--- config.mk ---
export PLATFORM = sky130hd
export DESIGN_NAME = fifo_frame_reader
export DESIGN_NICKNAME = d
export VERILOG_FILES = /design/src/rtl/fifo_frame_reader.sv
export SDC_FILE = /design/constraint.sdc
export NUM_CORES = 1
export LEC_CHECK = 0
export BUFFER_PORTS_ARGS = -buffer_cell sky130_fd_sc_hd__buf_2
export CORE_ASPECT_RATIO = 0.5
export CORE_MARGIN = 2
export CORE_UTILIZATION = 47
export DETAILED_ROUTE_END_ITERATION = 7
export PLACE_DENSITY = 0.73
export SLEW_MARGIN = 30
export SYNTH_ARGS = -nofsm -noshare
export SYNTH_HDL_FRONTEND = slang
export SYNTH_SLANG_ARGS = --single-unit
--- constraint.sdc ---
create_clock -name clk -period 2.61 [get_ports clk]
set_input_delay 0.522 -clock clk [delete_from_list [all_inputs] [get_ports clk]]
set_output_delay 0.522 -clock clk [all_outputs]
set_load 0.005 [all_outputs]
--- src/rtl/fifo_frame_reader.sv ---
// Pops words from a sync FIFO, extracts HEAD/TAIL delimited frames and streams
// their payload with sof/eof marks over a valid/ready output register.
module fifo_frame_reader #(
    parameter int unsigned           WIDTH   = 16,
    parameter logic [WIDTH-1:0]      HEAD    = 16'hFAF1,
    parameter logic [WIDTH-1:0]      TAIL    = 16'hF1FA,
    parameter int unsigned           MAX_LEN = 256,
    parameter int unsigned           LEN_W   = 9
) (
    input  logic             clk,
    input  logic             rstn,
    output logic             fifo_rd_en,
    input  logic [WIDTH-1:0] fifo_rd_data,
    input  logic             fifo_empty,
    output logic [WIDTH-1:0] out_data,
    output logic             out_valid,
    input  logic             out_ready,
    output logic             out_sof,
    output logic             out_eof,
    output logic [LEN_W-1:0] frame_len,
    output logic             frame_done,
    output logic             frame_err
);

    typedef enum logic [1:0] {
        HUNT,
        FIRST,
        BODY
    } state_t;

    localparam logic [LEN_W-1:0] MAX_CNT = LEN_W'(MAX_LEN);

    state_t           state;
    state_t           state_nxt;

    logic             active;
    logic             pending;
    logic [WIDTH-1:0] hold_data;
    logic             hold_sof;
    logic [LEN_W-1:0] count;

    logic             is_head;
    logic             is_tail;
    logic             at_max;

    logic             emit;
    logic             emit_eof;
    logic             set_done;
    logic             set_err;
    logic             load_len;
    logic             hold_load;
    logic             hold_sof_nxt;
    logic [LEN_W-1:0] count_nxt;

    assign is_head = (fifo_rd_data == HEAD);
    assign is_tail = (fifo_rd_data == TAIL);
    assign at_max  = (count == MAX_CNT);

    // A pop is only issued when the output register is guaranteed free on arrival.
    // `active` keeps the pop request low while reset is asserted.
    assign fifo_rd_en = active && !fifo_empty && !pending && (!out_valid || out_ready);

    always_ff @(posedge clk or negedge rstn) begin
        if (!rstn) begin
            state <= HUNT;
        end else begin
            state <= state_nxt;
        end
    end

    always_comb begin
        state_nxt = state;
        if (pending) begin
            case (state)
                HUNT: begin
                    if (is_head) state_nxt = FIRST;
                end
                FIRST: begin
                    if (is_tail)       state_nxt = HUNT;
                    else if (is_head)  state_nxt = FIRST;
                    else               state_nxt = BODY;
                end
                BODY: begin
                    if (is_tail)       state_nxt = HUNT;
                    else if (is_head)  state_nxt = FIRST;
                    else if (at_max)   state_nxt = HUNT;
                    else               state_nxt = BODY;
                end
                default: state_nxt = HUNT;
            endcase
        end
    end

    always_comb begin
        emit         = 1'b0;
        emit_eof     = 1'b0;
        set_done     = 1'b0;
        set_err      = 1'b0;
        load_len     = 1'b0;
        hold_load    = 1'b0;
        hold_sof_nxt = 1'b0;
        count_nxt    = count;
        if (pending) begin
            case (state)
                FIRST: begin
                    if (is_tail) begin
                        set_err = 1'b1;
                    end else if (!is_head) begin
                        hold_load    = 1'b1;
                        hold_sof_nxt = 1'b1;
                        count_nxt    = LEN_W'(1);
                    end
                end
                BODY: begin
                    // The held word is only known to be last once the next word arrives.
                    emit = 1'b1;
                    if (is_tail) begin
                        emit_eof = 1'b1;
                        load_len = 1'b1;
                        set_done = 1'b1;
                    end else if (is_head || at_max) begin
                        emit_eof = 1'b1;
                        load_len = 1'b1;
                        set_err  = 1'b1;
                    end else begin
                        hold_load = 1'b1;
                        count_nxt = count + LEN_W'(1);
                    end
                end
                default: ;
            endcase
        end
    end

    always_ff @(posedge clk or negedge rstn) begin
        if (!rstn) begin
            active     <= 1'b0;
            pending    <= 1'b0;
            hold_data  <= '0;
            hold_sof   <= 1'b0;
            count      <= '0;
            out_data   <= '0;
            out_valid  <= 1'b0;
            out_sof    <= 1'b0;
            out_eof    <= 1'b0;
            frame_len  <= '0;
            frame_done <= 1'b0;
            frame_err  <= 1'b0;
        end else begin
            active     <= 1'b1;
            pending    <= fifo_rd_en;
            count      <= count_nxt;
            frame_done <= set_done;
            frame_err  <= set_err;
            if (out_valid && out_ready) begin
                out_valid <= 1'b0;
            end
            if (emit) begin
                out_valid <= 1'b1;
                out_data  <= hold_data;
                out_sof   <= hold_sof;
                out_eof   <= emit_eof;
            end
            if (hold_load) begin
                hold_data <= fifo_rd_data;
                hold_sof  <= hold_sof_nxt;
            end
            if (load_len) begin
                frame_len <= count;
            end
        end
    end

endmodule
# After elaboration in Yosys (flattened, before gate mapping)
# Cells that the tools add are included.
word_totals:
  ff_bits: 60
  inputBits: 20
  elab_cells: 72
classes:
  add_sub_neg: 1
  n_eq_ne: 10
  mux: 34
  n_reduce_logical: 14
ops:
  columns: ["operator", "n"]
  rows:
  - ["$mux W9", 4]
  - ["$eq A16 B16 Y1 const B", 2]
  - ["$mux W1", 20]
  - ["$pmux W9 S2", 1]
  - ["$mux W2", 6]
  - ["$ne A2 B2 Y1 const B", 5]
  - ["$add A9 B1 Y9 const B", 1]
  - ["$eq A9 B9 Y1 const B", 1]
  - ["$pmux W2 S3", 1]
  - ["$reduce_and A6 Y1", 1]
  - ["$logic_and A1 B1 Y1", 4]
  - ["$pmux W1 S2", 2]
  - ["$reduce_bool A2 Y1", 2]
  - ["$logic_not A1 Y1", 3]
  - ["$eq A2 B1 Y1 const B", 1]
  - ["$eq A2 B2 Y1 const B", 1]
  - ["$logic_not A2 Y1", 1]
  - ["$logic_or A1 B1 Y1", 2]
  - ["$reduce_and A2 Y1", 1]

# Depth between registers and ports, before layout
# Gate-level depths: netlist (run 1).
logic_depth:
  word_depth: 6
  ltp_mapped: 9
  ltp_nobuf: 7

# Worst setup path before layout (run 1)
# Ideal clock, no wire load.
synth_path:
  path_type: "input port to flip-flop"
  startpoint: "in fifo_rd_data[1]"
  endpoint: "reg hold_data[10]"
  setup_time_ps: 125
  arrival_ps: 2454
  slack_ps: 30
  stages: 8
  n_path_buf: 3
  cell_sequence: "or4b_1 > or4_4 > buf_6 > o21ai_0 > nand2b_1 > buf_6 > buf_12 > mux2_4"
synth_between:
  elab_chain_cells: 6
synth_rtl:
  columns: ["item", "line_no", "rtl"]
  rows:
  - ["start: declaration", "13", "input logic [WIDTH-1:0] fifo_rd_data,"]
  - ["$eq A16 B16 Y1", "55", "assign is_head = (fifo_rd_data == HEAD);"]
  - ["$logic_or A1 B1 Y1", "121", "end else if (is_head || at_max) begin"]
  - ["$mux W1", "121", null]
  - ["$mux W1", "117", "if (is_tail) begin"]
  - ["$pmux W1 S2 *", "104", "case (state)"]
  - ["$mux W1 *", "103", "if (pending) begin"]
  - ["end signal: assignment", "165", "hold_data <= fifo_rd_data;"]
  - ["end: declaration", "38", "logic [WIDTH-1:0] hold_data;"]
# Every way passes the cells marked *; elsewhere a longest branch is shown, timed or not.
# A chain may end at the register's enable or synchronous reset.

# Worst setup path in the final report (run 1)
layout_path:
  startpoint: "in fifo_rd_data[1]"
  endpoint: "reg hold_data[1]"
layout_between:
  elab_chain_cells: 6
layout_rtl:
  columns: ["item", "line_no"]
  rows:
  - ["$eq A16 B16 Y1", "55"]
  - ["$logic_or A1 B1 Y1", "121"]
  - ["$mux W1", "121"]
  - ["$mux W1", "117"]
  - ["$pmux W1 S2", "104"]
  - ["$mux W1", "103"]
# Parallel ways exist; a longest one is shown, timed or not.

==> results of run 1 <==
per-stage QoR:
step           setup WS, ps  cells  instance area, sq um   util
2_1_floorplan          30.5    205                  2730      -
3_3_place_gp          -87.2    335                  3130  0.565
3_5_place_dp           -116    335                  3130  0.565
4_1_cts                 215    351                  3450  0.622
5_1_grt                 164    351                  3450  0.622
6_report                193    351                  3450  0.622
per-layer routing:
layer	vias to the layer above	global-route usage	wire, microns
met5	-	0	0
met4	0	0.0705	115
met3	10	0.0816	304
met2	55	0.305	2690
met1	940	0.231	2450
li1	888	-	-
final timing paths:
path	end	cells past startpoint
max	hold_data[1]$_DFFE_PN0P_	7
min	out_data[13]$_DFFE_PN0P_	1
max reg2reg	count[2]$_DFFE_PN0P_	8
min reg2reg	frame_len[8]$_DFFE_PN0P_	1
max in group asynchronous	frame_len[3]$_DFFE_PN0P_	2
min in group clk	pending$_DFF_PN0_	2
cell type report:
cell class	instances	share of cell area
timing repair buffer	66	0.111
sequential	60	0.436
inverter	5	0.00545
multi-input combinational	131	0.329
clock buffer	11	0.0704
clock inverter	5	0.0218
tap	73	0.0265
power breakdown:
group          internal, mW  leakage, nW  switching [mW]
Combinational        0.0186        0.796          0.0329
Sequential            0.933        0.825         0.00304
Clock                 0.855        0.159           0.393
Total                  1.81         1.78           0.429
layout by cell type (no fill, tap or decap), drive strengths merged, types with 2 or more instances in the layout:
master	netlist	layout
a21o	3	3
a21oi	7	7
buf	7	66
bufinv	0	2
clkbuf	2	11
clkinv	0	3
dfrtp	60	60
ha	6	6
inv	5	5
mux2	43	43
mux2i	4	4
nand2	14	14
nand2b	2	2
nand3	2	2
nand4	3	3
nand4b	3	3
nor2	5	5
nor2b	2	2
nor3	3	3
nor4	2	2
nor4b	5	5
o21ai	4	4
o21bai	3	3
o31ai	4	4
or4	5	5
critical path, stage by stage:
cell and delay [ps]:
buf_2 110, or4b_1 580, or4_4 560, o21ai_0 130, nand2b_1 210, buf_12 170
mux2_2 330
cells by family (layout without fill, tap and decap cells):
group / after synthesis / in the layout
adders and majority gates: 6 / 6
DFF: 60 / 60
muxes: 47 / 47
other: 1 / 1
AOI/OAI and AO/OA: 28 / 28
buffers and inverters: 14 / 87
and+or+nand+nor: 49 / 49
flip-flops by register name, summed over array words and instances, names as in the netlist:
register and count:
active 1, count 9, frame_done 1, frame_err 1, frame_len 9, hold_data 16, hold_sof 1, out_data 16
out_eof 1, out_sof 1, out_valid 1, pending 1, state 2
==> impl_metrics.env, run 1 <==
export IMPL_final_hold_viol_count=0
export IMPL_synth_xor_xnor_area_share=0
export IMPL_synth_area_mux_share=0.206
export IMPL_multi_input_area_sq_mm=0.00113
export IMPL_post_synth_top_count_cell="dfrtp_1"
export IMPL_synth_top_cells_by_area="dfrtp_1 55%, mux2_2 14%, mux2_4 5.5%"
export IMPL_dieWidth_microns=112
export IMPL_clock_path_buffers=2
export IMPL_regArea_sq_mm=0.00150
export IMPL_cts_root_buf="clkbuf_16"
export IMPL_skew_ps=7.89
export IMPL_grt_pass1_vias=1879
export IMPL_start_util=0.492
export IMPL_cts_made_buffers=9
export IMPL_yosysWarnings=0
export IMPL_cts_tree="yes"
export IMPL_routed_wl_microns=5560
export IMPL_synth_top_area_share=0.551
export IMPL_fillers=415
export IMPL_cts_hold_buf=0
export IMPL_synth_simple_area_share=0.107
export IMPL_synth_area_sq_mm=0.00273
export IMPL_place_gp_congestion=0.877
export IMPL_cts_repair_resize_count=0
export IMPL_cp_end_kind="register"
export IMPL_synth_seq_cells=60
export IMPL_worstPathMaxFanout=13
export IMPL_dr_pass1_iters=4
export IMPL_synth_cells=205
export IMPL_worstReg2RegStart="count[0]$_DFFE_PN0P_"
export IMPL_synth_edf_count=0
export IMPL_drc=0
export IMPL_synth_flop_cell="dfrtp_1"
export IMPL_syn_mean_instance_area_sq_um=13.3
export IMPL_finalSetupTns_ps=0
export IMPL_io_pins=51
export IMPL_post_route_min_period_ps=2420
export IMPL_core_area_sq_mm=0.00554
export IMPL_start_kind="input pin"
export IMPL_fin_total_pwr_mw=2.24
export IMPL_grt_util_all_layers=0.189
export IMPL_num_vias=1893
export IMPL_reg2reg_setup_slack_ps=340
export IMPL_maxSlewHeadroom=0.627
export IMPL_grt_max_degree=27
export IMPL_wl_per_cell_microns=15.8
export IMPL_leakagePower_nw=1.78
export IMPL_critical_path_class="in2reg"
export IMPL_rsz0062_at_grt="no"
export IMPL_worstMarginPinSlew_ps=555
export IMPL_crit_arrival_ps=2630
export IMPL_synthAdderAreaFrac=0.0275
export IMPL_synth_cell_types=40
export IMPL_place_hpwl_microns=3940
export IMPL_antenna_found_initial=0
export IMPL_maxCapViolCount=0
export IMPL_synth_top_family_by_area="multiplexers"
export IMPL_final_nets=299
export IMPL_n_antenna_cell=0
export IMPL_cts_setup_buffers=0
export IMPL_grt_pass1_wl_microns=9270
export IMPL_status="finished, final reports clean"
export IMPL_finalSetupViolCount=0
export IMPL_die_area_sq_mm=0.00646
export IMPL_vdd_drop_max_uv=423
export IMPL_clock_sinks=60
export IMPL_area_delta_synth_final_pct=26.4
export IMPL_synth_compound_area_frac=0.0739
export IMPL_powerDensity_mw_per_mm2=649
export IMPL_syn_nets=231
export IMPL_slew_violations=0
export IMPL_synth_commonest_cells="60 x dfrtp_1, 33 x mux2_2, 14 x nand2_1"
export IMPL_drive_above_1_share=0.460
export IMPL_clk_pin_slew_ps=50
export IMPL_num_rows=19
export IMPL_route_detailed_vias_per_inst=5.39
export IMPL_clkLatencyLatePin_ps=330
export IMPL_timing_final_crit_share=0.926
export IMPL_port_buffers=50
export IMPL_ant_nets=0
export IMPL_ys_seq_area_frac=0.551
export IMPL_synthArstFlopShare=1.00
export IMPL_startpoint="fifo_rd_data[1]"
export IMPL_htreeDepth=3
export IMPL_yosysTopAreaCell="dfrtp_1"
export IMPL_max_freq_ghz=0.414
export IMPL_drt_iter0_markers=123
export IMPL_worstPathRequired_ps=2820
export IMPL_die_h_microns=57.9
export IMPL_hold_ws_ps=90.3
export IMPL_hold_path_class="in2async"
export IMPL_grt_overflow=0
Note: power is estimated with default switching activity, not from simulation.
==> run 2: changes to the inputs <==
CTS_BUF_LIST = sky130_fd_sc_hd__clkbuf_4 sky130_fd_sc_hd__clkbuf_8   (was not set)
==> run 2 against run 1 <==
Sequential power is essentially flat; combinational power shrank 2%; die area is the same; register-to-register slack lost 50 ps; power shrank 14%; setup slack gained 16 ps; clock-buffer cell count is the same; hold slack lost 21 ps; first-iteration DRC count shrank 6.5%; largest cell class unchanged; critical path depth is the same; flip-flop and latch count is the same.
==> impl_metrics.env, run 2 (same netlist as run 1, synthesis figures left out) <==
export IMPL_status="finished, final reports clean"
export IMPL_cts_repair_resize_count=0
export IMPL_post_route_min_period_ps=2400
export IMPL_cts_made_buffers=9
export IMPL_slowest_delay_ps=580
export IMPL_cp_end_kind="register"
export IMPL_timing_final_crit_share=0.920
export IMPL_ant_nets=0
export IMPL_clk_pin_slew_ps=70
export IMPL_leakagePower_nw=1.74
export IMPL_setup_ws_ps=209
export IMPL_hold_path_class="in2async"
export IMPL_top_usage_layer="met2"
export IMPL_final_hold_viol_count=0
export IMPL_antenna_found_initial=0
export IMPL_die_h_microns=57.9
export IMPL_grt_pass1_vias=1873
export IMPL_num_vias=1876
export IMPL_fillers=433
export IMPL_cp_cell_sequence="buf_2 > or4b_1 > or4_4 > o21ai_0 > nand2b_1 > buf_12 > mux2_2"
export IMPL_htreeDepth=3
export IMPL_dieWidth_microns=112
export IMPL_worstPathRequired_ps=2830
export IMPL_dr_pass1_iters=4
export IMPL_grt_util_all_layers=0.186
export IMPL_max_freq_ghz=0.417
export IMPL_regArea_sq_mm=0.00150
export IMPL_finalSetupViolCount=0
export IMPL_cts_root_buf="clkbuf_8"
export IMPL_clock_path_buffers=2
export IMPL_dp_slack_ps=-116
export IMPL_final_nets=299
export IMPL_place_hpwl_microns=3940
export IMPL_cts_tree="yes"
export IMPL_vdd_drop_max_uv=294
export IMPL_clkLatencyLatePin_ps=340
export IMPL_reg_top3="hold_data x16, out_data x16"
export IMPL_final_cell_mix="60 x dfrtp_1, 50 x buf_2, 33 x mux2_2, 15 x buf_4, 14 x nand2_1"
export IMPL_powerDensity_mw_per_mm2=572
export IMPL_worstMarginPinSlew_ps=539
export IMPL_die_area_sq_mm=0.00646
export IMPL_start_kind="input pin"
export IMPL_drt_iter0_markers=115
export IMPL_slowest_stage="or4b_1"
export IMPL_port_buffers=50
export IMPL_wl_per_cell_microns=15.5
export IMPL_start_util=0.492
export IMPL_gr_usage_met1=0.234
export IMPL_place_gp_congestion=0.877
export IMPL_rsz0062_at_grt="no"
export IMPL_grt_pass1_wl_microns=9230
export IMPL_grt_max_degree=27
export IMPL_crit_arrival_ps=2630
export IMPL_cts_setup_buffers=0
export IMPL_drc=0
export IMPL_final_common_cell="dfrtp_1"
export IMPL_area_delta_synth_final_pct=22.8
export IMPL_slew_violations=0
export IMPL_grt_overflow=0
export IMPL_clock_sinks=60
export IMPL_drive_above_1_share=0.464
export IMPL_worstPathMaxFanout=13
export IMPL_skew_ps=7.23
export IMPL_finalSetupTns_ps=0
export IMPL_use_met3=0.0586
export IMPL_num_rows=19
export IMPL_multi_input_area_sq_mm=0.00113
export IMPL_io_pins=51
export IMPL_route_detailed_vias_per_inst=5.34
export IMPL_critical_path_class="in2reg"
export IMPL_grt_use_met2=0.300
export IMPL_maxCapViolCount=0
export IMPL_core_area_sq_mm=0.00554
export IMPL_maxSlewHeadroom=0.638
export IMPL_routed_wl_microns=5450
export IMPL_cts_hold_buf=0
export IMPL_n_antenna_cell=0
run 2: worst max-delay path, delay by kind of cell:
family | cells | cell delay, ps
AND/OR/NAND/NOR | 3 | 1350
buffers and inverters | 2 | 280
multiplexers | 1 | 340
AO/OA/AOI/OAI | 1 | 120
run 2: worst paths after layout:
kind	startpoint	endpoint	slack (ps)	depth (start not counted)
worst max register to register	state[0]$_DFFE_PN0P_	count[2]$_DFFE_PN0P_	290	7
min in group clk	fifo_empty	pending$_DFF_PN0_	360	2
worst min register to register	frame_len[8]$_DFFE_PN0P_	frame_len[8]$_DFFE_PN0P_	500	1
max in group asynchronous	rstn	frame_len[2]$_DFFE_PN0P_	1880	2
worst min-delay path	rstn	out_data[13]$_DFFE_PN0P_	70	1
worst max-delay path	fifo_rd_data[1]	hold_data[1]$_DFFE_PN0P_	210	7
run 2: layer usage:
layer	up-vias	share of wire
li1	882	-
met1	927	0.45
met2	57	0.48
met3	10	0.057
met4	0	0.017
met5	-	0
run 2: layout make-up:
cell class                      instances  share of cell area
Tap cell                               73              0.0273
Clock inverter                          5              0.0224
Inverter                                5             0.00561
Timing Repair Buffer                   66               0.114
Multi-Input combinational cell        131               0.339
Sequential cell                        60               0.448
Clock buffer                           11              0.0433
run 2: power by group:
group	leakage (nW)	internal, mW	switching (mW)	total (mW)
Sequential	0.825	0.932	0.00308	0.935
Clock	0.116	0.569	0.359	0.928
Combinational	0.796	0.0186	0.0319	0.0505
Total	1.74	1.52	0.394	1.91
run 2: per-stage QoR:
stage          cell area (sq um)  total power [mW]  hold slack [ps]  std cells   util
2_1_floorplan               2730             0.957              226        205      -
3_3_place_gp                3130              1.00              441        335  0.565
3_5_place_dp                3130              1.00              446        335  0.565
4_1_cts                     3350              1.94             66.8        351  0.604
5_1_grt                     3350              1.99             79.1        351  0.604
6_report                    3350              1.91             69.6        351  0.604
==> run 3: changes to the inputs <==
CORE_UTILIZATION = 57   (was 47)
PLACE_DENSITY = 0.86   (was 0.73)
==> run 3 against run 2 <==
The flow now finishes with violations (design-rule violations); sequential power is essentially flat; cell count shrank 2.0%; highest routed layer unchanged; clock skew grew 2.0 ps; non-clock buffer count is the same; critical endpoint is now hold_data[14]$_DFFE_PN0P_; routed wire length grew 2.6%; global-route usage grew 4.9 points; register-to-register slack lost 20 ps; die area shrank 17%; clock power shrank 22%.
==> impl_metrics.env, run 3 (same netlist as run 1, synthesis figures left out) <==
export IMPL_worstMarginPinSlew_ps=724
export IMPL_reg_top3="hold_data x16, out_data x16"
export IMPL_dr_pass1_iters=8
export IMPL_leakagePower_nw=1.71
export IMPL_route_detailed_vias_per_inst=5.59
export IMPL_cts_tree="yes"
export IMPL_cts_repair_resize_count=0
export IMPL_slowest_stage="or4b_1"
export IMPL_powerDensity_mw_per_mm2=517
export IMPL_slew_violations=0
export IMPL_worstPathMaxFanout=7
export IMPL_finalSetupTns_ps=0
export IMPL_rsz0062_at_grt="no"
export IMPL_finalSetupViolCount=0
export IMPL_start_kind="input pin"
export IMPL_routed_wl_microns=5590
export IMPL_antenna_found_initial=0
export IMPL_final_cell_mix="60 x dfrtp_1, 50 x buf_2, 33 x mux2_2, 15 x buf_4, 14 x nand2_1"
export IMPL_io_pins=51
export IMPL_cp_end_kind="register"
export IMPL_final_nets=299
export IMPL_grt_max_degree=61
export IMPL_die_h_microns=52.9
export IMPL_cts_setup_buffers=0
export IMPL_cts_hold_buf=0
export IMPL_layout_cells_non_filler=344
export IMPL_crit_arrival_ps=2690
export IMPL_final_hold_viol_count=0
export IMPL_htreeDepth=3
export IMPL_cts_made_buffers=9
export IMPL_drc=2
export IMPL_cp_cell_sequence="buf_2 > or4b_1 > or4_4 > o21ai_0 > nand2b_1 > buf_4 > mux2_4"
export IMPL_n_antenna_cell=0
export IMPL_place_hpwl_microns=3810
export IMPL_grt_pass1_wl_microns=9100
export IMPL_vdd_drop_max_uv=362
export IMPL_cts_root_buf="clkbuf_8"
export IMPL_area_delta_synth_final_pct=20.7
export IMPL_clock_sinks=60
export IMPL_skew_ps=9.22
export IMPL_port_buffers=50
export IMPL_grt_pass1_vias=1899
export IMPL_num_vias=1922
export IMPL_num_rows=17
export IMPL_dieWidth_microns=102
export IMPL_grt_overflow=0
export IMPL_ant_nets=0
export IMPL_finish_utilization=0.733
export IMPL_slowest_delay_ps=570
export IMPL_maxSlewHeadroom=0.517
export IMPL_worstPathRequired_ps=2840
export IMPL_grt_util_all_layers=0.236
export IMPL_hold_path_class="in2async"
export IMPL_timing_final_crit_share=0.942
export IMPL_place_gp_congestion=0.924
export IMPL_setup_ws_ps=153
export IMPL_final_common_cell="dfrtp_1"
export IMPL_violations="design-rule violations"
export IMPL_drt_iter0_markers=104
export IMPL_start_util=0.607
export IMPL_dp_slack_ps=-135
export IMPL_die_area_sq_mm=0.00539
export IMPL_clk_pin_slew_ps=70
export IMPL_drive_above_1_share=0.464
export IMPL_critical_path_class="in2reg"
export IMPL_max_freq_ghz=0.407
export IMPL_core_area_sq_mm=0.00449
export IMPL_status="finished with violations"
export IMPL_maxCapViolCount=0
export IMPL_wl_per_cell_microns=16.2
export IMPL_post_route_min_period_ps=2460
export IMPL_place_inst=328
export IMPL_clkLatencyLatePin_ps=340
export IMPL_clock_path_buffers=2
[run 3: changes by cell type in the layout (fill, tap and decap cells not counted)]
cell / before / now
bufinv_16: 2 / 0
clkinv_2: 3 / 4
clkinvlp_4: 0 / 1
[run 3: path summary, 6_finish.rpt]
kind	startpoint	end	slack (ps)	depth (start not counted)
hold / removal	rstn	out_data[14]$_DFFE_PN0P_	320	2
max in group asynchronous	rstn	frame_len[7]$_DFFE_PN0P_	1810	2
setup reg to reg	count[0]$_DFFE_PN0P_	hold_data[14]$_DFFE_PN0P_	270	8
hold reg to reg	out_eof$_DFFE_PN0P_	out_eof$_DFFE_PN0P_	470	1
min in group clk	fifo_empty	pending$_DFF_PN0_	360	2
setup / recovery	fifo_rd_data[1]	hold_data[14]$_DFFE_PN0P_	150	7
[run 3: layout make-up]
type | instances | area [sq um]
clock buffers | 11 | 145
clock inverters | 5 | 27.5
fillers | 284 | 1200
inverters | 5 | 18.8
multi-input cells | 131 | 1130
flip-flops and latches | 60 | 1500
well taps | 66 | 82.6
repair buffers | 66 | 383
[run 3: where the power goes]
group	internal (mW)	switching (mW)	total [mW]
Clock	0.373	0.347	0.720
Combinational	0.0169	0.0311	0.0480
Sequential	0.932	0.00306	0.935
[run 3: layer usage]
layer,GRT usage,vias up,share of wire
li1,-,887,-
met1,0.282,954,0.42
met2,0.391,70,0.51
met4,0.0676,0,0.015
met3,0.104,11,0.059
met5,0,-,0
[run 3: metrics by stage]
stage                     area (sq um)  power [mW]  hold slack, ps
after detailed placement          3120        1.00             461
final                             3290        1.70             318
after global routing              3290        1.78             343
after CTS                         3290        1.73             343
after global placement            3120       0.998             458
after floorplan                   2730       0.957             226
[run 3: critical path: cells and delay by family]
kind | cells | cell delay (ps)
compound gates | 1 | 170
buf+inv | 2 | 320
mux | 1 | 320
simple gates | 3 | 1350
